$ cat src/rtl/dcache_axi_bridge_if.sv
// Single-beat AXI3/AXI4 read and write channel bundle used by dcache_axi_bridge.
// The master modport is the bridge side; the slave modport is the memory/interconnect side.
interface dcache_axi_bridge_if;
   logic [3:0]  arid;
   logic [31:0] araddr;
   logic [7:0]  arlen;
   logic [2:0]  arsize;
   logic [1:0]  arburst;
   logic [1:0]  arlock;
   logic [3:0]  arcache;
   logic [2:0]  arprot;
   logic        arvalid;
   logic        arready;
   logic [31:0] rdata;
   logic [1:0]  rresp;
   logic        rvalid;
   logic        rready;
   logic [3:0]  awid;
   logic [31:0] awaddr;
   logic [7:0]  awlen;
   logic [2:0]  awsize;
   logic [1:0]  awburst;
   logic [1:0]  awlock;
   logic [3:0]  awcache;
   logic [2:0]  awprot;
   logic        awvalid;
   logic        awready;
   logic [3:0]  wid;
   logic [31:0] wdata;
   logic [3:0]  wstrb;
   logic        wlast;
   logic        wvalid;
   logic        wready;
   logic [1:0]  bresp;
   logic        bvalid;
   logic        bready;

   modport master (
      output arid, araddr, arlen, arsize, arburst, arlock, arcache, arprot, arvalid,
      input  arready,
      input  rdata, rresp, rvalid,
      output rready,
      output awid, awaddr, awlen, awsize, awburst, awlock, awcache, awprot, awvalid,
      input  awready,
      output wid, wdata, wstrb, wlast, wvalid,
      input  wready,
      input  bresp, bvalid,
      output bready
   );

   modport slave (
      input  arid, araddr, arlen, arsize, arburst, arlock, arcache, arprot, arvalid,
      output arready,
      output rdata, rresp, rvalid,
      input  rready,
      input  awid, awaddr, awlen, awsize, awburst, awlock, awcache, awprot, awvalid,
      output awready,
      input  wid, wdata, wstrb, wlast, wvalid,
      output wready,
      output bresp, bvalid,
      input  bready
   );
endinterface

$ cat src/rtl/dcache_axi_bridge.sv
// Turns each dcache sram-like request into one single-beat AXI transaction, one at a time.
// Optional macro WRITE_EARLY_ACK_EN: acknowledge writes once AW and W are both accepted.
module dcache_axi_bridge #(
   parameter logic [3:0]  AXI_ID    = 4'd1,
   parameter int unsigned ERR_CNT_W = 8
) (
   input  logic                 clk,
   input  logic                 resetn,
   input  logic                 data_req,
   input  logic                 data_wr,
   input  logic [1:0]           data_size,
   input  logic [31:0]          data_addr,
   input  logic [31:0]          data_wdata,
   input  logic [3:0]           data_wstrb,
   output logic [31:0]          data_rdata,
   output logic                 data_addr_ok,
   output logic                 data_data_ok,
   dcache_axi_bridge_if.master  axi,
   output logic [ERR_CNT_W-1:0] err_cnt
);

`ifdef WRITE_EARLY_ACK_EN
   localparam bit EarlyAck = 1'b1;
`else
   localparam bit EarlyAck = 1'b0;
`endif

   typedef enum logic [2:0] {StIdle, StRdA, StRdD, StWrAw, StWrB} state_e;

   state_e                state_q, state_d;
   logic [31:0]           addr_q, addr_d;
   logic [1:0]            size_q, size_d;
   logic [31:0]           wdata_q, wdata_d;
   logic [3:0]            wstrb_q, wstrb_d;
   logic                  aw_done_q, aw_done_d;
   logic                  w_done_q, w_done_d;
   logic [31:0]           rdata_q, rdata_d;
   logic                  data_ok_q, data_ok_d;
   logic [ERR_CNT_W-1:0]  err_cnt_q, err_cnt_d;
   logic                  resp_err;

   always_ff @(posedge clk) begin
      if (!resetn) begin
         state_q   <= StIdle;
         addr_q    <= '0;
         size_q    <= '0;
         wdata_q   <= '0;
         wstrb_q   <= '0;
         aw_done_q <= 1'b0;
         w_done_q  <= 1'b0;
         rdata_q   <= '0;
         data_ok_q <= 1'b0;
         err_cnt_q <= '0;
      end else begin
         state_q   <= state_d;
         addr_q    <= addr_d;
         size_q    <= size_d;
         wdata_q   <= wdata_d;
         wstrb_q   <= wstrb_d;
         aw_done_q <= aw_done_d;
         w_done_q  <= w_done_d;
         rdata_q   <= rdata_d;
         data_ok_q <= data_ok_d;
         err_cnt_q <= err_cnt_d;
      end
   end

   always_comb begin
      state_d   = state_q;
      addr_d    = addr_q;
      size_d    = size_q;
      wdata_d   = wdata_q;
      wstrb_d   = wstrb_q;
      aw_done_d = aw_done_q;
      w_done_d  = w_done_q;
      rdata_d   = rdata_q;
      data_ok_d = 1'b0;
      unique case (state_q)
         StIdle: begin
            if (data_addr_ok) begin
               addr_d    = data_addr;
               size_d    = data_size;
               wdata_d   = data_wdata;
               wstrb_d   = data_wstrb;
               aw_done_d = 1'b0;
               w_done_d  = 1'b0;
               state_d   = data_wr ? StWrAw : StRdA;
            end
         end
         StRdA: begin
            if (axi.arready) state_d = StRdD;
         end
         StRdD: begin
            if (axi.rvalid) begin
               rdata_d   = axi.rdata;
               data_ok_d = 1'b1;
               state_d   = StIdle;
            end
         end
         StWrAw: begin
            // AW and W complete independently, possibly in the same cycle.
            aw_done_d = aw_done_q | (axi.awvalid & axi.awready);
            w_done_d  = w_done_q | (axi.wvalid & axi.wready);
            if (aw_done_d && w_done_d) begin
               state_d   = StWrB;
               data_ok_d = EarlyAck;
            end
         end
         StWrB: begin
            if (axi.bvalid) begin
               state_d   = StIdle;
               data_ok_d = ~EarlyAck;
            end
         end
         default: state_d = StIdle;
      endcase
   end

   assign resp_err = (axi.rvalid & axi.rready & (axi.rresp != 2'b00)) |
                     (axi.bvalid & axi.bready & (axi.bresp != 2'b00));

   always_comb begin
      err_cnt_d = err_cnt_q;
      if (resp_err && (err_cnt_q != {ERR_CNT_W{1'b1}})) err_cnt_d = err_cnt_q + ERR_CNT_W'(1);
   end

   always_comb begin
      data_addr_ok = 1'b0;
      axi.arvalid  = 1'b0;
      axi.rready   = 1'b0;
      axi.awvalid  = 1'b0;
      axi.wvalid   = 1'b0;
      axi.bready   = 1'b0;
      unique case (state_q)
         // The idle cycle that carries data_ok never accepts a new request.
         StIdle: data_addr_ok = data_req & ~data_ok_q;
         StRdA:  axi.arvalid  = 1'b1;
         StRdD:  axi.rready   = 1'b1;
         StWrAw: begin
            axi.awvalid = ~aw_done_q;
            axi.wvalid  = ~w_done_q;
         end
         StWrB:  axi.bready   = 1'b1;
         default: ;
      endcase
   end

   assign data_rdata   = rdata_q;
   assign data_data_ok = data_ok_q;
   assign err_cnt      = err_cnt_q;

   assign axi.arid    = AXI_ID;
   assign axi.araddr  = addr_q;
   assign axi.arlen   = 8'd0;
   assign axi.arsize  = {1'b0, size_q};
   assign axi.arburst = 2'b01;
   assign axi.arlock  = 2'b00;
   assign axi.arcache = 4'd0;
   assign axi.arprot  = 3'd0;
   assign axi.awid    = AXI_ID;
   assign axi.awaddr  = addr_q;
   assign axi.awlen   = 8'd0;
   assign axi.awsize  = {1'b0, size_q};
   assign axi.awburst = 2'b01;
   assign axi.awlock  = 2'b00;
   assign axi.awcache = 4'd0;
   assign axi.awprot  = 3'd0;
   assign axi.wid     = AXI_ID;
   assign axi.wdata   = wdata_q;
   assign axi.wstrb   = wstrb_q;
   assign axi.wlast   = 1'b1;

endmodule

$ cat src/flat_wrapper.sv
// flat-port wrapper written by rule: the top's interface ports become plain ports
module dcache_axi_bridge_flat 
#(
   parameter logic [3:0]  AXI_ID    = 4'd1,
   parameter int unsigned ERR_CNT_W = 8
)
  (clk, resetn, data_req, data_wr, data_size, data_addr, data_wdata, data_wstrb, data_rdata, data_addr_ok, data_data_ok, err_cnt, axi_arid, axi_araddr, axi_arlen, axi_arsize, axi_arburst, axi_arlock, axi_arcache, axi_arprot, axi_arvalid, axi_arready, axi_rdata, axi_rresp, axi_rvalid, axi_rready, axi_awid, axi_awaddr, axi_awlen, axi_awsize, axi_awburst, axi_awlock, axi_awcache, axi_awprot, axi_awvalid, axi_awready, axi_wid, axi_wdata, axi_wstrb, axi_wlast, axi_wvalid, axi_wready, axi_bresp, axi_bvalid, axi_bready);
  dcache_axi_bridge_if axi_i ();
  input  logic clk;
  input  logic resetn;
  input  logic data_req;
  input  logic data_wr;
  input  logic [1:0] data_size;
  input  logic [31:0] data_addr;
  input  logic [31:0] data_wdata;
  input  logic [3:0] data_wstrb;
  output logic [31:0] data_rdata;
  output logic data_addr_ok;
  output logic data_data_ok;
  output logic [ERR_CNT_W-1:0] err_cnt;
  output wire logic [$bits(axi_i.arid)-1:0] axi_arid;
  output wire logic [$bits(axi_i.araddr)-1:0] axi_araddr;
  output wire logic [$bits(axi_i.arlen)-1:0] axi_arlen;
  output wire logic [$bits(axi_i.arsize)-1:0] axi_arsize;
  output wire logic [$bits(axi_i.arburst)-1:0] axi_arburst;
  output wire logic [$bits(axi_i.arlock)-1:0] axi_arlock;
  output wire logic [$bits(axi_i.arcache)-1:0] axi_arcache;
  output wire logic [$bits(axi_i.arprot)-1:0] axi_arprot;
  output wire logic [$bits(axi_i.arvalid)-1:0] axi_arvalid;
  input wire logic [$bits(axi_i.arready)-1:0] axi_arready;
  input wire logic [$bits(axi_i.rdata)-1:0] axi_rdata;
  input wire logic [$bits(axi_i.rresp)-1:0] axi_rresp;
  input wire logic [$bits(axi_i.rvalid)-1:0] axi_rvalid;
  output wire logic [$bits(axi_i.rready)-1:0] axi_rready;
  output wire logic [$bits(axi_i.awid)-1:0] axi_awid;
  output wire logic [$bits(axi_i.awaddr)-1:0] axi_awaddr;
  output wire logic [$bits(axi_i.awlen)-1:0] axi_awlen;
  output wire logic [$bits(axi_i.awsize)-1:0] axi_awsize;
  output wire logic [$bits(axi_i.awburst)-1:0] axi_awburst;
  output wire logic [$bits(axi_i.awlock)-1:0] axi_awlock;
  output wire logic [$bits(axi_i.awcache)-1:0] axi_awcache;
  output wire logic [$bits(axi_i.awprot)-1:0] axi_awprot;
  output wire logic [$bits(axi_i.awvalid)-1:0] axi_awvalid;
  input wire logic [$bits(axi_i.awready)-1:0] axi_awready;
  output wire logic [$bits(axi_i.wid)-1:0] axi_wid;
  output wire logic [$bits(axi_i.wdata)-1:0] axi_wdata;
  output wire logic [$bits(axi_i.wstrb)-1:0] axi_wstrb;
  output wire logic [$bits(axi_i.wlast)-1:0] axi_wlast;
  output wire logic [$bits(axi_i.wvalid)-1:0] axi_wvalid;
  input wire logic [$bits(axi_i.wready)-1:0] axi_wready;
  input wire logic [$bits(axi_i.bresp)-1:0] axi_bresp;
  input wire logic [$bits(axi_i.bvalid)-1:0] axi_bvalid;
  output wire logic [$bits(axi_i.bready)-1:0] axi_bready;
  assign axi_arid = axi_i.arid;
  assign axi_araddr = axi_i.araddr;
  assign axi_arlen = axi_i.arlen;
  assign axi_arsize = axi_i.arsize;
  assign axi_arburst = axi_i.arburst;
  assign axi_arlock = axi_i.arlock;
  assign axi_arcache = axi_i.arcache;
  assign axi_arprot = axi_i.arprot;
  assign axi_arvalid = axi_i.arvalid;
  assign axi_i.arready = axi_arready;
  assign axi_i.rdata = axi_rdata;
  assign axi_i.rresp = axi_rresp;
  assign axi_i.rvalid = axi_rvalid;
  assign axi_rready = axi_i.rready;
  assign axi_awid = axi_i.awid;
  assign axi_awaddr = axi_i.awaddr;
  assign axi_awlen = axi_i.awlen;
  assign axi_awsize = axi_i.awsize;
  assign axi_awburst = axi_i.awburst;
  assign axi_awlock = axi_i.awlock;
  assign axi_awcache = axi_i.awcache;
  assign axi_awprot = axi_i.awprot;
  assign axi_awvalid = axi_i.awvalid;
  assign axi_i.awready = axi_awready;
  assign axi_wid = axi_i.wid;
  assign axi_wdata = axi_i.wdata;
  assign axi_wstrb = axi_i.wstrb;
  assign axi_wlast = axi_i.wlast;
  assign axi_wvalid = axi_i.wvalid;
  assign axi_i.wready = axi_wready;
  assign axi_i.bresp = axi_bresp;
  assign axi_i.bvalid = axi_bvalid;
  assign axi_bready = axi_i.bready;
  dcache_axi_bridge #(.AXI_ID(AXI_ID), .ERR_CNT_W(ERR_CNT_W)) u_core (.clk(clk), .resetn(resetn), .data_req(data_req), .data_wr(data_wr), .data_size(data_size), .data_addr(data_addr), .data_wdata(data_wdata), .data_wstrb(data_wstrb), .data_rdata(data_rdata), .data_addr_ok(data_addr_ok), .data_data_ok(data_data_ok), .axi(axi_i), .err_cnt(err_cnt));
endmodule
$ cat config.mk
export PLATFORM = sky130hd
export DESIGN_NAME = dcache_axi_bridge_flat
export DESIGN_NICKNAME = d
export VERILOG_FILES = /design/src/rtl/dcache_axi_bridge_if.sv /design/src/rtl/dcache_axi_bridge.sv /design/src/flat_wrapper.sv
export SDC_FILE = /design/constraint.sdc
export NUM_CORES = 1
export LEC_CHECK = 0
export ABC_AREA = 1
export CORE_AREA = 2 2 124 126
export CTS_CLUSTER_SIZE = 20
export DETAILED_ROUTE_END_ITERATION = 12
export DIE_AREA = 0 0 126 128
export GPL_ROUTABILITY_DRIVEN = 1
export MAX_ROUTING_LAYER = met4
export PLACE_DENSITY = 0.88
export SLEW_MARGIN = 5
export SYNTH_ARGS = -nofsm -noshare
export SYNTH_HDL_FRONTEND = slang
export SYNTH_SLANG_ARGS = --single-unit
export TNS_END_PERCENT = 20
$ cat constraint.sdc
create_clock -name clk -period 3.9 [get_ports clk]
set_input_delay 0.39 -clock clk [delete_from_list [all_inputs] [get_ports clk]]
set_output_delay 0.39 -clock clk [all_outputs]
set_load 0.005 [all_outputs]
[Word level (Yosys, flattened, before mapping)]
Index checks and enable logic that the tools add are counted.
Operators by class
  add/subtract/negate cells: 1
  $mul: 0
  divide/modulo/power cells: 0
  order comparisons: 0
  eq/ne operators: 10
  shift operators: 0
  mux-type cells: 19
  bitwise gates (word level): 13
  reductions and logical operators: 10
Operator list (number)
  3-bit 2-to-1 mux: 5
  3-bit one-hot mux with 5 select lines: 1
  1-bit 2-to-1 mux: 9
  8-bit by 1-bit adder with 8-bit output (second input constant): 1
  2-bit inequality test (second input constant): 4
  8-bit inequality test (second input constant): 1
  1-bit AND: 7
  3-bit by 2-bit equality test with 1-bit output (second input constant): 2
  1-bit one-hot mux with 2 select lines: 3
  2-bit AND reduction: 3
  2-bit nonzero test: 3
  5-bit AND reduction: 1
  3-bit by 1-bit equality test with 1-bit output (second input constant): 1
  3-bit equality test (second input constant): 1
  3-bit zero test: 1
  1-bit inverter: 3
  1-bit OR: 3
  1-bit logical AND: 2
  2-bit 2-to-1 mux: 1
  2-bit by 1-bit inequality test with 1-bit output (second input constant): 1
Storage, ports and cells
  bits in registers: 116
  bits in latches: 0
  memory bits (writable): 0
  memory bits (read-only): 0
  output and inout bits: 204
  word-level logic and storage cells: 63
  memories: 0

[Logic depth before layout (Yosys ltp)]
Gate-level depths: netlist of run 1.
  depth in word-level cells: 7
  depth in mapped cells: 9

[Worst setup path after synthesis of run 1]
Ideal clock, no wire load.
  path type: reg-to-reg
  from: reg u_core.err_cnt_q[0], in the netlist u_core.err_cnt[0]
  to: reg u_core.err_cnt_q[0], in the netlist u_core.err_cnt[0]
  library setup time: 0.116 ns
  arrival: 1.329 ns
  data required time: 3.784 ns
  slack: 2.455 ns
  stages on the path, launching flop included: 9
  buffers on the path: 0
  clock period less this slack: 1.445 ns
  cells stage by stage: dfxtp_1 > ha_1 > nand3_1 > nor2_1 > nand3_2 > nand2_2 > clkinv_1 > nor2_1 > nor2_1
Between the ends
  cells in the longest elaborated chain, start to end: 2
  elaborated cells on any way between the ends: 3
  those cells by class: add/sub: 1; eq/ne: 1; reduce/logical: 1
Ends and longest elaborated chain
  start, declared: RTL line dcache_axi_bridge.sv:39  | logic [ERR_CNT_W-1:0] err_cnt_q, err_cnt_d;
  start signal, assigned: RTL line dcache_axi_bridge.sv:64  | err_cnt_q <= err_cnt_d;
  branches (longest 2 deep; another with 8-bit by 1-bit adder with 8-bit output)
Several ways; the timed one is not identified.
A chain may end at the register's enable or synchronous reset.

[Worst setup path after layout of run 1]
  from: reg u_core.state_q[2]
  to: out data_addr_ok
Between the ends
  cells in the longest elaborated chain, start to end: 2
Ends and longest elaborated chain
  start, declared: RTL line dcache_axi_bridge.sv:30  | state_e state_q, state_d;
  start signal, assigned: RTL line dcache_axi_bridge.sv:44  | state_q <= StIdle;
  start signal, assigned: RTL line dcache_axi_bridge.sv:55  | state_q <= state_d;
  3-bit zero test: RTL line dcache_axi_bridge.sv:134  | unique case (state_q)
  1-bit 2-to-1 mux: RTL line dcache_axi_bridge.sv:134
  end, declared: RTL line flat_wrapper.sv:18  | output logic data_addr_ok;
No other way between the ends.

==> results of run 1 <==
==> cell usage in the layout, fill, tap and decap left out, types with 3 or more instances in the layout <==
cell,n
clkinv_2,4
buf_4,5
nand2_2,4
conb_1,53
clkbuf_16,17
nand2_1,28
o21ai_1,38
nor2_2,24
clkdlybuf4s50_1,264
nor2_4,3
o21ai_0,69
inv_1,19
nand3b_1,3
dfxtp_1,116
clkbuf_1,3
bufinv_16,3
inv_2,3
a21oi_1,7
clkbuf_8,3
nor2_1,197
nand4_1,5
nand3_1,12
==> metal layers <==
layer  wire (µm)  vias to the layer above  track usage, %
met5           0                        -               -
met1        6140                     2211            21.0
met3         858                       11            4.80
met4         170                        0            5.43
met2        7570                      183            30.0
li1            -                     2397               -
==> cells in the mapped netlist, drive strengths merged <==
master	instances
nor2	224
dfxtp	116
buf	109
o21ai	107
nand2	32
inv	23
nand3	13
clkbuf	10
a21oi	8
nand4	5
nand3b	3
clkinv	2
conb	2
nor3	2
nor3b	2
xnor2	2
ha	1
xor2	1
==> registers in the layout, summed over array words and instances (netlist names) <==
register,flops
u_core.axi.araddr,32
u_core.axi.wstrb,4
u_core.w_done_q,1
u_core.state_q,3
u_core.data_rdata,32
u_core.err_cnt,8
u_core.axi.wdata,32
u_core.aw_done_q,1
u_core.data_data_ok,1
u_core.size_q,2
==> worst min-delay path: stages (launching register included) <==
cell and delay [ns]:
dfxtp_1 0.32, o21ai_1 0.07, nor2_1 0.07
==> per-stage QoR <==
step           power (µW)  utilization (%)  hold WS [ns]  area, µm²  setup slack, ns
2_1_floorplan        2710                -         0.484       5360             2.46
3_3_place_gp         3480             49.5         0.475       7360             1.53
3_5_place_dp         3530             49.5         0.483       7360             1.52
4_1_cts              5150             53.6         0.496       7960             1.37
5_1_grt              5390             53.6         0.526       7960             1.27
6_report             5100             53.6         0.493       7960             1.40
==> worst paths after layout <==
check	slack, ns	endpoint
setup / recovery	1.40	data_addr_ok
hold / removal	0.49	u_core.axi.wstrb[2]
setup reg to reg	1.84	u_core.axi.araddr[22]
hold reg to reg	0.49	u_core.axi.wstrb[2]
==> where the power goes <==
group,internal [µW],switching (µW)
Sequential,1490,204
Clock,1050,538
Combinational,976,832
Total,3520,1570
==> cells by family after synthesis <==
| logic type | count (synthesis) |
|---|---|
| other | 2 |
| adder cells (fa/ha/maj) | 1 |
| XOR/XNOR | 3 |
| AND/OR/NAND/NOR | 281 |
| flip-flops | 116 |
| AO/OA/AOI/OAI | 115 |
| buffers and inverters | 144 |
==> layout make-up <==
| class | instances | share of cell area [%] |
|---|---|---|
| Multi-Input combinational cell | 453 | 25.4 |
| Clock buffer | 23 | 6.00 |
| Inverter | 25 | 1.21 |
| Sequential cell | 116 | 29.2 |
| Clock inverter | 9 | 1.59 |
| Tap cell | 188 | 2.95 |
| Timing Repair Buffer | 270 | 33.7 |
==> impl_metrics.json, run 1 <==
{
  "ant_nets": 0,
  "synth_compound_area_share_pct": 11.2,
  "routedWlPerCell_um": 13.6,
  "critPathLaunch": "u_core.state_q[2]",
  "hold_violations": 0,
  "cts_buffer_depth": 2,
  "cp_top_family": "simple AND/OR/NAND/NOR gates",
  "die_w_um": 126,
  "place_hpwl_um": 10300,
  "wl_um": 14700,
  "status": "finished, final reports clean",
  "finalCriticalPeriod_ns": 2.50,
  "clock_latency_ns": 0.41,
  "hold_buffers": 0,
  "cts_tree": "built",
  "slowest_stage": "clkdlybuf4s50_1",
  "synth-xor-area-share_pct": 0.508,
  "grt_max_degree": 55,
  "p_leak_uw": 0.00333,
  "required_ns": 3.51,
  "area_growth_syn_to_layout_pct": 54.0,
  "rr_worst_depth": 6,
  "critical_path.cell_chain": "nor2_2, nand2_2, nor2_4, clkdlybuf4s50_1",
  "worst_pin_slew_ns": 0.686,
  "holdPathStages": 2,
  "cts_root_buf": "clkbuf_16",
  "cts_num_sinks": 116,
  "grt_pass1_vias": 4491,
  "synth_warnings": 0,
  "final_cells": 1084,
  "synthSimpleGateAreaFrac_pct": 23.3,
  "tns_ns": 0,
  "num_antenna_cells": 0,
  "synth_cell_types": 31,
  "htreeDepth": 4,
  "drive_above_1_share_pct": 8.04,
  "io_buffers": 265,
  "grt_pass1_wl_um": 22300,
  "fill_cells": 1390,
  "startpoint_type": "register",
  "ctsResizeCount": 0,
  "critPathKind": "reg -> out",
  "grt_usage_pct": 17.8,
  "slew_violations": 0,
  "path_max_fanout": 21,
  "first_iter_violations": 182,
  "dieArea_mm2": 0.0161,
  "dp_cells": 1052,
  "min_from": "u_core.axi.wstrb[2]",
  "initial_utilization_pct": 34.8,
  "yosysTopAreaCellShare_pct": 44.9,
  "core.rowCount": 45,
  "multi_input_area_mm2": 0.00202,
  "synth.yosys.seq_area_share_pct": 44.9,
  "post-route-drc-count": 0,
  "synth_top_cell_by_area": "dfxtp_1",
  "regArea_mm2": 0.00232,
  "netlist_area_mm2": 0.00517,
  "postCtsSetupBuffers": 0,
  "holdCritPathClass": "reg -> reg",
  "synthMuxAreaShare_pct": 0,
  "yosys.area_share.adder_pct": 0.242,
  "synth-seq-cells": 116,
  "dr.pass1.iters": 4,
  "clk_pin_slew_ns": 0.05,
  "clock_skew_ns": 0.00836,
  "coreArea_mm2": 0.0149,
  "critPathBufInv": 1,
  "nets": 999,
  "dr_total_vias": 4802,
  "cellPowerDensity_mw_per_mm2": 640,
  "syn-instance-count": 662,
  "die_h_um": 128,
  "grt_overflow_total": 0,
  "viasPerCell": 4.43,
  "synth.avg_cell_area_um2": 7.81,
  "rsz0062_at_grt": "no",
  "r2r_start": "u_core.state_q[2]",
  "peakVddDrop_uv": 372,
  "critPathCaptureType": "output port",
  "drv_cap": 0,
  "pin_count": 319,
  "setup_viol": 0,
  "synth.area.top_cells": "dfxtp_1 45%, nor2_1 14%, buf_4 13%",
  "slowest_delay_ns": 0.59,
  "numCtsBuffers": 17,
  "fin_crit_sh_pct": 64.1,
  "gp_congestion": 0.823,
  "slew_headroom_pct": 54.2,
  "fmax_mhz": 400,
  "antenna_found_initial": 0,
  "critPathArrivalTime_ns": 2.11,
  "synth_top_family_by_area": "simple AND/OR/NAND/NOR gates",
  "crit_cells": 4
}
(Power assumes the default switching activity.)
==> run 2: changes to the inputs <==
--- a/config.mk
+++ b/config.mk
@@ -6,13 +6,13 @@
 export NUM_CORES = 1
 export LEC_CHECK = 0
 export ABC_AREA = 1
-export CORE_AREA = 2 2 124 126
+export CORE_AREA = 2 2 125 127
 export CTS_CLUSTER_SIZE = 20
 export DETAILED_ROUTE_END_ITERATION = 12
-export DIE_AREA = 0 0 126 128
+export DIE_AREA = 0 0 127 129
 export GPL_ROUTABILITY_DRIVEN = 1
 export MAX_ROUTING_LAYER = met4
-export PLACE_DENSITY = 0.88
+export PLACE_DENSITY = 0.87
 export SLEW_MARGIN = 5
 export SYNTH_ARGS = -nofsm -noshare
 export SYNTH_HDL_FRONTEND = slang
==> constraint.sdc (replaced) <==
create_clock -name clk -period 2.5 [get_ports clk]
set_input_delay 0.25 -clock clk [delete_from_list [all_inputs] [get_ports clk]]
set_output_delay 0.25 -clock clk [all_outputs]
set_load 0.005 [all_outputs]
==> impl_metrics.json, run 2 (synthesis results as in run 1) <==
{
  "clockPowerShare_pct": 31.1,
  "drive_above_1_share_pct": 8.14,
  "finalCriticalPeriod_ns": 2.27,
  "grt_pass1_wl_um": 23100,
  "gp_congestion": 0.807,
  "cts_num_sinks": 116,
  "critPathCaptureType": "output port",
  "fill_cells": 1369,
  "holdCritPathClass": "in -> reg",
  "slew_violations": 0,
  "num_antenna_cells": 0,
  "hold_buffers": 0,
  "antenna_found_initial": 0,
  "r2r_start": "u_core.state_q[0]",
  "grt_overflow_total": 0,
  "p_sw_share_pct": 30.9,
  "grt_max_degree": 70,
  "viasPerCell": 4.49,
  "grt_pass1_vias": 4681,
  "comb_power_share_pct": 35.5,
  "r2r_slack_ns": 0.81,
  "p_leak_uw": 0.00335,
  "post-route-drc-count": 0,
  "holdPathStages": 3,
  "numCtsBuffers": 17,
  "startpoint_type": "register",
  "clock_skew_ns": 0.00636,
  "cts_buffer_depth": 2,
  "place_hpwl_um": 10500,
  "power_uw": 7980,
  "pin_count": 319,
  "rsz0062_at_grt": "no",
  "core.rowCount": 45,
  "nets": 1000,
  "r2r_end": "u_core.axi.araddr[1]",
  "fin_crit_sh_pct": 90.7,
  "tns_ns": 0,
  "status": "finished, final reports clean",
  "dr_total_vias": 4877,
  "htreeDepth": 4,
  "critPathKind": "reg -> out",
  "dieArea_mm2": 0.0164,
  "peakVddDrop_uv": 537,
  "postCtsSetupBuffers": 0,
  "area_growth_syn_to_layout_pct": 54.4,
  "clk_pin_slew_ns": 0.05,
  "post-route-util_pct": 53.3,
  "grt_usage_pct": 18.2,
  "slew_headroom_pct": 59.6,
  "rr_worst_depth": 7,
  "critPathArrivalTime_ns": 2.02,
  "cellPowerDensity_mw_per_mm2": 1000,
  "routedWlPerCell_um": 13.6,
  "setup_viol": 0,
  "mostFrequentLayoutCells": "264 x clkdlybuf4s50_1, 197 x nor2_1, 116 x dfxtp_1",
  "final_common_cell": "clkdlybuf4s50_1",
  "hold_violations": 0,
  "seqPwrFrac_pct": 33.4,
  "die_w_um": 127,
  "netSwitchingPower_uw": 2470,
  "cts_root_buf": "clkbuf_16",
  "initial_utilization_pct": 34.5,
  "drv_cap": 0,
  "first_iter_violations": 246,
  "wl_um": 14700,
  "p_int_uw": 5520,
  "io_buffers": 265,
  "path_max_fanout": 8,
  "clock_latency_ns": 0.40,
  "ant_nets": 0,
  "cts_tree": "built",
  "whs_ns": 0.263,
  "coreArea_mm2": 0.0150,
  "dr.pass1.iters": 5,
  "min_from": "resetn",
  "fmax_mhz": 441,
  "worst_pin_slew_ns": 0.606,
  "die_h_um": 129,
  "hold_end": "u_core.data_data_ok",
  "required_ns": 2.25,
  "ctsResizeCount": 0
}
## run 2: worst max-delay path, stage by stage (launching register included)
cell and delay, ns:
dfxtp_1 0.45, inv_2 0.14, nor3_1 0.31, inv_1 0.10, nor2_1 0.10, clkdlybuf4s50_1 0.51
## run 2: worst max-delay path by stage
stage	startpoint	to	slack [ns]	depth (start not counted)
6_report	u_core.state_q[0]	axi_wvalid	0.23	5
5_1_grt	u_core.state_q[0]	axi_awvalid	0.07	5
4_1_cts	u_core.state_q[0]	axi_wvalid	0.21	5
3_5_place_dp	u_core.state_q[0]	axi_wvalid	0.66	5
3_3_place_gp	u_core.state_q[0]	axi_awvalid	0.69	5
2_1_floorplan	u_core.err_cnt[0]	u_core.err_cnt[0]	1.06	8
## run 2: through the flow
stage          instance area [µm²]  instances  setup WS [ns]
2_1_floorplan                 5360        713           1.06
3_3_place_gp                  7380       1053          0.692
3_5_place_dp                  7380       1053          0.663
4_1_cts                       7980       1085          0.211
5_1_grt                       7980       1085         0.0744
6_report                      7980       1085          0.233
## run 2: power groups by stage
stage | sequential (µW) | clock, µW | combinational, µW
floorplan | 2670 | 0 | 1560
finish | 2660 | 2480 | 2840
global route | 2720 | 2610 | 3130
CTS | 2660 | 2530 | 2860
global placement | 2670 | 0 | 2790
detailed placement | 2690 | 0 | 2840
## run 2: area by class of cell
cell class                 instances  area [µm²]  area share (%)
sequential                       116        2320            29.1
clock buffer                      23         478            5.99
clock inverter                     9         126            1.58
timing repair buffer             271        2710            33.9
multi-input combinational        453        2020            25.3
tap                              188         235            2.95
inverter                          25        96.3            1.21
## run 2: routing by layer
| metal | up-vias | part of all wire (%) | track usage (%) |
|---|---|---|---|
| li1 | 2407 | - | - |
| met1 | 2243 | 41 | 21.0 |
| met2 | 198 | 50 | 30.4 |
| met3 | 29 | 5.8 | 4.62 |
| met4 | 0 | 2.3 | 7.43 |
| met5 | - | 0 | - |
